**src/rtl/riscv_pkg.sv**
```systemverilog
// Shared RISC-V core types.
// Fetch/decode bundle and address/word typedefs.
package riscv_pkg;

    localparam int XLEN        = 32;
    localparam int INSTR_BYTES = 4;

    typedef logic [XLEN-1:0] addr_t;
    typedef logic [XLEN-1:0] word_t;

    typedef struct packed {
        addr_t pc;
        word_t instr;
    } fetch_entry_t;

endpackage

```
**src/rtl/instr_fetch_queue_sync_fifo.sv**
```systemverilog
// Synchronous FIFO with flush and occupancy count.
// Flush discards contents and any same-cycle push/pop.
module sync_fifo #(
    parameter type T     = logic [31:0],
    parameter int  DEPTH = 4,
    parameter int  CW    = $clog2(DEPTH + 1)
) (
    input  logic          i_Clock,
    input  logic          i_Reset,
    input  logic          i_Flush,
    input  logic          i_Push,
    input  T              i_Data,
    input  logic          i_Pop,
    output T              o_Data,
    output logic [CW-1:0] o_Count
);

    localparam int AW = (DEPTH > 1) ? $clog2(DEPTH) : 1;
    localparam logic [AW-1:0] LAST = AW'(DEPTH - 1);

    T              mem [DEPTH];
    logic [AW-1:0] wr_ptr;
    logic [AW-1:0] rd_ptr;
    logic [CW-1:0] count;
    logic          empty;
    logic          full;
    logic          do_push;
    logic          do_pop;

    function automatic logic [AW-1:0] bump(input logic [AW-1:0] p);
        return (p == LAST) ? '0 : p + AW'(1);
    endfunction

    assign empty   = (count == '0);
    assign full    = (count == CW'(DEPTH));
    assign do_pop  = i_Pop && !empty;
    assign do_push = i_Push && (!full || do_pop);

    // Pointer and occupancy tracking.
    always_ff @(posedge i_Clock) begin
        if (!i_Reset || i_Flush) begin
            wr_ptr <= '0;
            rd_ptr <= '0;
            count  <= '0;
        end else begin
            if (do_push) wr_ptr <= bump(wr_ptr);
            if (do_pop)  rd_ptr <= bump(rd_ptr);
            count <= count + CW'(do_push) - CW'(do_pop);
        end
    end

    // Storage is cleared on reset so the head reads zero.
    always_ff @(posedge i_Clock) begin
        if (!i_Reset) begin
            for (int i = 0; i < DEPTH; i++) mem[i] <= '0;
        end else if (do_push && !i_Flush) begin
            mem[wr_ptr] <= i_Data;
        end
    end

    assign o_Data  = mem[rd_ptr];
    assign o_Count = count;

endmodule

```
**src/rtl/instr_fetch_queue.sv**
```systemverilog
// Instruction fetch front end: PC, credit-based issue,
// response buffering and redirect squash toward decode.
module instr_fetch_queue
    import riscv_pkg::*;
#(
    parameter addr_t RESET_PC        = 32'h0000_0000,
    parameter int    FIFO_DEPTH      = 4,
    parameter int    MAX_OUTSTANDING = 2
) (
    input  logic        i_Clock,
    input  logic        i_Reset,
    input  logic        i_Branch,
    input  logic [31:0] i_BranchAddress,
    output logic        o_MemReqValid,
    output logic [31:0] o_MemReqAddr,
    input  logic        i_MemReqReady,
    input  logic        i_MemRespValid,
    input  logic [31:0] i_MemRespData,
    output logic        o_Valid,
    output logic [31:0] o_Instruction,
    output logic [31:0] o_PC,
    output logic [31:0] o_NextPC,
    input  logic        i_Ready
);

    localparam int CW = $clog2(FIFO_DEPTH + 1);
    localparam int OW = $clog2(MAX_OUTSTANDING + 1);

    addr_t         fetch_pc;
    addr_t         br_target;
    addr_t         resp_pc;
    logic [OW-1:0] outstanding;
    logic [OW-1:0] drop_count;
    logic [OW-1:0] pcq_count;
    logic [CW-1:0] fifo_count;
    logic [31:0]   in_use;
    fetch_entry_t  head;
    fetch_entry_t  push_entry;
    logic          accept;
    logic          resp_live;
    logic          pop;

    assign br_target = i_BranchAddress & ~addr_t'(3);

    // Slots already promised: buffered plus live in-flight.
    assign in_use = 32'(fifo_count) + 32'(outstanding)
                  - 32'(drop_count);

    assign o_MemReqValid = i_Reset && !i_Branch
                        && (outstanding < OW'(MAX_OUTSTANDING))
                        && (in_use < 32'(FIFO_DEPTH));
    assign o_MemReqAddr  = fetch_pc;

    assign accept    = o_MemReqValid && i_MemReqReady;
    assign resp_live = i_MemRespValid && (drop_count == '0)
                    && !i_Branch;
    assign pop       = o_Valid && i_Ready;

    assign push_entry = '{pc: resp_pc, instr: i_MemRespData};

    sync_fifo #(
        .T     (fetch_entry_t),
        .DEPTH (FIFO_DEPTH),
        .CW    (CW)
    ) u_entry_q (
        .i_Clock (i_Clock),
        .i_Reset (i_Reset),
        .i_Flush (i_Branch),
        .i_Push  (resp_live),
        .i_Data  (push_entry),
        .i_Pop   (pop),
        .o_Data  (head),
        .o_Count (fifo_count)
    );

    sync_fifo #(
        .T     (addr_t),
        .DEPTH (MAX_OUTSTANDING),
        .CW    (OW)
    ) u_pc_q (
        .i_Clock (i_Clock),
        .i_Reset (i_Reset),
        .i_Flush (i_Branch),
        .i_Push  (accept),
        .i_Data  (fetch_pc),
        .i_Pop   (resp_live),
        .o_Data  (resp_pc),
        .o_Count (pcq_count)
    );

    assign o_Valid       = (fifo_count != '0);
    assign o_PC          = head.pc;
    assign o_Instruction = head.instr;
    assign o_NextPC      = o_Valid ? head.pc + 32'(INSTR_BYTES) : '0;

    // Fetch PC: redirect wins over sequential advance.
    always_ff @(posedge i_Clock) begin
        if (!i_Reset) begin
            fetch_pc <= RESET_PC;
        end else if (i_Branch) begin
            fetch_pc <= br_target;
        end else if (accept) begin
            fetch_pc <= fetch_pc + 32'(INSTR_BYTES);
        end
    end

    // In-flight count and stale-response squash count.
    always_ff @(posedge i_Clock) begin
        if (!i_Reset) begin
            outstanding <= '0;
            drop_count  <= '0;
        end else begin
            outstanding <= outstanding + OW'(accept)
                         - OW'(i_MemRespValid);
            if (i_Branch) begin
                drop_count <= outstanding - OW'(i_MemRespValid);
            end else if (i_MemRespValid && drop_count != '0) begin
                drop_count <= drop_count - OW'(1);
            end
        end
    end

    // Counter invariants and illegal unsolicited responses.
    always_ff @(posedge i_Clock) begin
        if (i_Reset) begin
            assert (outstanding <= OW'(MAX_OUTSTANDING));
            assert (drop_count <= outstanding);
            assert (fifo_count <= CW'(FIFO_DEPTH));
            assert (!i_MemRespValid || outstanding != '0);
            assert (pcq_count == outstanding - drop_count);
        end
    end

endmodule
```
**config.mk**
```make
export PLATFORM = sky130hd
export DESIGN_NAME = instr_fetch_queue
export DESIGN_NICKNAME = d
export VERILOG_FILES = /design/src/rtl/riscv_pkg.sv /design/src/rtl/instr_fetch_queue_sync_fifo.sv /design/src/rtl/instr_fetch_queue.sv
export SDC_FILE = /design/constraint.sdc
export NUM_CORES = 1
export LEC_CHECK = 0
export ABC_AREA = 1
export CELL_PAD_IN_SITES_DETAIL_PLACEMENT = 1
export CELL_PAD_IN_SITES_GLOBAL_PLACEMENT = 1
export CORE_ASPECT_RATIO = 1.25
export CORE_MARGIN = 5
export CORE_UTILIZATION = 40
export CTS_BUF_LIST = sky130_fd_sc_hd__clkbuf_8
export CTS_CLUSTER_DIAMETER = 150
export CTS_CLUSTER_SIZE = 12
export DETAILED_ROUTE_END_ITERATION = 10
export GPL_TIMING_DRIVEN = 0
export PLACE_DENSITY_LB_ADDON = 0.1
export SLEW_MARGIN = 20
export SYNTH_ARGS = -nofsm -noshare
export SYNTH_HDL_FRONTEND = slang
export SYNTH_SLANG_ARGS = --single-unit
```
**constraint.sdc**
```tcl
create_clock -name i_Clock -period 6.7 [get_ports i_Clock]
set_clock_uncertainty 0.1 [all_clocks]
set_input_delay 0.67 -clock i_Clock [delete_from_list [all_inputs] [get_ports i_Clock]]
set_output_delay 0.67 -clock i_Clock [all_outputs]
set_load 0.02 [all_outputs]
```
==> flow_summary_export.csv <==
group,metric,value,unit
placed_design,dpl_cell_area,20800,um^2
die,chipHeight,247,um
routing,wl_met2,29300,um
routing,drt-vias-per-instance,5.14,
critical_path,r2r.worst_path.cells,14,
clock_tree,cts_sinks,356,
clock_tree,cts_root_buf,"clkbuf_8",
synth,avgSynthCellArea,8.59,um^2
synth,synth_top_area_share,51.3,%
synth,synth.top_cells.by_count,"nand2_1 (544), nor2_1 (499), edfxtp_1 (308)",
routing,dr_wl_met3,2340,um
die,fp-row-count,87,
critical_path,critPathLaunchType,"flop",
routing,ant_nets,0,
pwr,power.density,212,nW/um^2
synth,synth-main-ff-cell,"edfxtp_1",
layout,utilization,47.8,%
synth,synth_area,18000,um^2
pwr,p_leak,8.47,nW
routing,routedLengthMet1,24500,um
synth,synth.ff_latch_count,356,
synth,syn_inst,2096,
critical_path,path_delay_family,"buffers and inverters",
timing,finalMaxSlewViolations,0,
critical_path,path_class,"reg2out",
global_route,track_usage,23.4,%
routing,initialDrtViolationCount,835,
die,io_pins,200,
synth,ys_warn_count,0,
run,max_cap_violations,0,
timing,max_slew_margin,34.7,%
timing,fmax,203,MHz
global_route,grt_max_degree,47,
critical_path,cp_slowest_cell,"clkdlybuf4s50_1",
die,die-area,49400,um^2
placed_design,dpl.hpwl,43300,um
critical_path,crit_fanout,10,
status,status,"completed",
layout,nets,2424,
timing,worst_slew_pin_slew,0.979,ns
clock_tree,cts_resized,0,
synth,yosysTopAreaCell,"edfxtp_1",
layout,fillers,5398,
layout,stdcell_area,21400,um^2
critical_path,cp_num_cells,12,
timing,final_hold_viol_count,0,
placed_design,gp_routability_congestion,0.851,
synth,synth.distinct_cells,44,
global_route,antenna_found_initial,0,
critical_path,cp_cell_sequence,"buf_2 -> buf_2 -> nand3_1 -> nand2_1 -> ha_1 -> inv_1 -> nor2_1 -> nand2_1 -> nor2_1 -> a21oi_1 -> nor3b_1 -> clkdlybuf4s50_1",
timing,setup_violations,0,
clock_tree,cts_hold_buffers,0,
clock_tree,numCtsBuffers,35,
critical_path,cp.arrival,4.16,ns
routing,drc,0,
die,die_x,200,um
layout,diodes,0,
synth,asyncSetResetFlopFracSynth,0,%
die,core,44800,um^2
synth,synth_edf_count,308,
timing,finalWorstSetupSlack,1.77,ns
routing,wirelength,58200,um
clock_tree,cts_setup_buffers,0,
critical_path,reg2reg_slack,2.78,ns
synth,synth-seq-area-share,56.7,%
timing,rsz0062_at_grt,"false",
timing,finalCritPeriodShare,73.6,%
critical_path,crit_buf_inv,4,
clock_tree,cts_buffer_depth,3,
clock_tree,path_clk_slew,0.09,ns
routing,post_drt_wl_per_cell,19.9,um
placed_design,io_buffers,189,
pwr,peakVddDrop,0.117,mV
clock_tree,worst_skew_pair.late_latency,0.57,ns
worst_hold_path,hp-class,"in2reg",
timing,period_needed,4.93,ns
critical_path,cp-end-kind,"output pin",
clock_tree,cts_tree,"yes",
global_route,grt_pass1_wl,89100,um
placed_design,dpl_worst_slack,2.36,ns
routing,vias,15000,
synth,yosys.cell_count.top_type,"nand2_1",
clock_tree,cts-htree-levels,2,
worst_hold_path,whs_path_depth,3,
global_route,grt.overflow.total,0,
routing,firstDrtPassIters,5,
timing,tns,0,ns
synth,synthTopCellsByArea,"edfxtp_1 (51%), nand2_1 (11%), nor2_1 (10%), dfxtp_1 (5.3%), inv_1 (3.4%)",
layout,drive_gt1_share,6.26,%
critical_path,cpPeakStageDelay,0.66,ns
global_route,grt_pass1_vias,16000,
layout,area_growth,19.0,%
die,start_util,40.2,%
routing,top_layer_used,"met4",
timing,hold_ws,0.358,ns
critical_path,cp.required,5.93,ns
-- stage by stage --
| stage | std cells | power (mW) |
|---|---|---|
| 3_5_place_dp | 2877 | 3.32 |
| 6_report | 2927 | 4.54 |
| 5_1_grt | 2927 | 4.74 |
| 4_1_cts | 2927 | 4.59 |
| 2_1_floorplan | 2101 | 2.99 |
| 3_3_place_gp | 2868 | 3.29 |
-- area by class of cell --
| cell class | count | area [um^2] | share of cell area, % |
|---|---|---|---|
| Buffer | 105 | 529 | 2.47 |
| Clock buffer | 35 | 482 | 2.25 |
| Clock inverter | 15 | 100 | 0.467 |
| Inverter | 167 | 629 | 2.94 |
| Multi-Input combinational cell | 1473 | 6700 | 31.3 |
| Sequential cell | 356 | 10200 | 47.6 |
| Tap cell | 578 | 723 | 3.37 |
| Timing Repair Buffer | 198 | 2050 | 9.58 |
-- logic make-up after synthesis --
group / Yosys count / synth area share [%]
muxes: 30 / 1.67
other: 1 / 0.0208
AOI/OAI and AO/OA: 180 / 5.57
DFF: 356 / 56.7
adders and majority gates: 18 / 1.33
buffers and inverters: 272 / 6.43
and+or+nand+nor: 1224 / 27.6
xor gates and xnor gates: 15 / 0.729
-- sequential cells by signal (all words and copies together), names as in the netlist, 2 cells and up, named ones only --
register           flops
drop_count             2
o_MemReqAddr          30
outstanding            2
u_entry_q.mem        248
u_entry_q.o_Count      3
u_entry_q.rd_ptr       2
u_entry_q.wr_ptr       2
u_pc_q.mem            60
u_pc_q.o_Count         2
-- report_power, final --
| part | leakage, nW | internal [mW] | switching, mW |
|---|---|---|---|
| Sequential | 3.58 | 2.51 | 0.0502 |
| Clock | 0.339 | 0.527 | 0.758 |
| Combinational | 4.55 | 0.245 | 0.452 |
-- worst reg2reg max path, cell delays in order, from the launching register on --
cell and delay, ns:
dfxtp_1 0.48, inv_1 0.11, fa_1 0.54, inv_1 0.04, ha_1 0.28, nand3_1 0.08, nand2_1 0.08, o21ai_1 0.21
nand3_2 0.15, nor2_4 0.25, nand2_2 0.09, inv_1 0.08, nand2_1 0.13, clkbuf_1 0.29, nand2_2 0.63
-- metal layers --
layer / global-route usage, % / up-vias
li1: - / 7282
met1: 29.2 / 7329
met3: 2.94 / 92
met2: 41.8 / 331
met4: 7.83 / 0
met5: 0 / -
-- final timing paths --
kind | to | from
max | o_NextPC[18] | flop
min | o_MemReqAddr[19]$_SDFFE_PN0P_ | i_Reset
max reg2reg | u_pc_q.mem[1][5]$_SDFFCE_PN0P_ | outstanding[1]$_SDFF_PN0_
min reg2reg | u_pc_q.wr_ptr$_SDFFE_PP0N_ | u_pc_q.wr_ptr$_SDFFE_PP0N_
-- placed cells by master, fill, tap and decap left out, types with 30 or more instances in the layout --
| cell | count |
|---|---|
| nand2_1 | 539 |
| nor2_1 | 499 |
| edfxtp_1 | 308 |
| clkdlybuf4s50_1 | 189 |
| inv_1 | 173 |
| nand3_1 | 119 |
| o21ai_0 | 97 |
| clkbuf_1 | 51 |
| dfxtp_1 | 48 |
| a21oi_1 | 36 |
| clkbuf_8 | 35 |
| o22ai_1 | 32 |
| buf_2 | 30 |
| mux2i_1 | 30 |
Note: power is estimated with default switching activity, not from simulation.
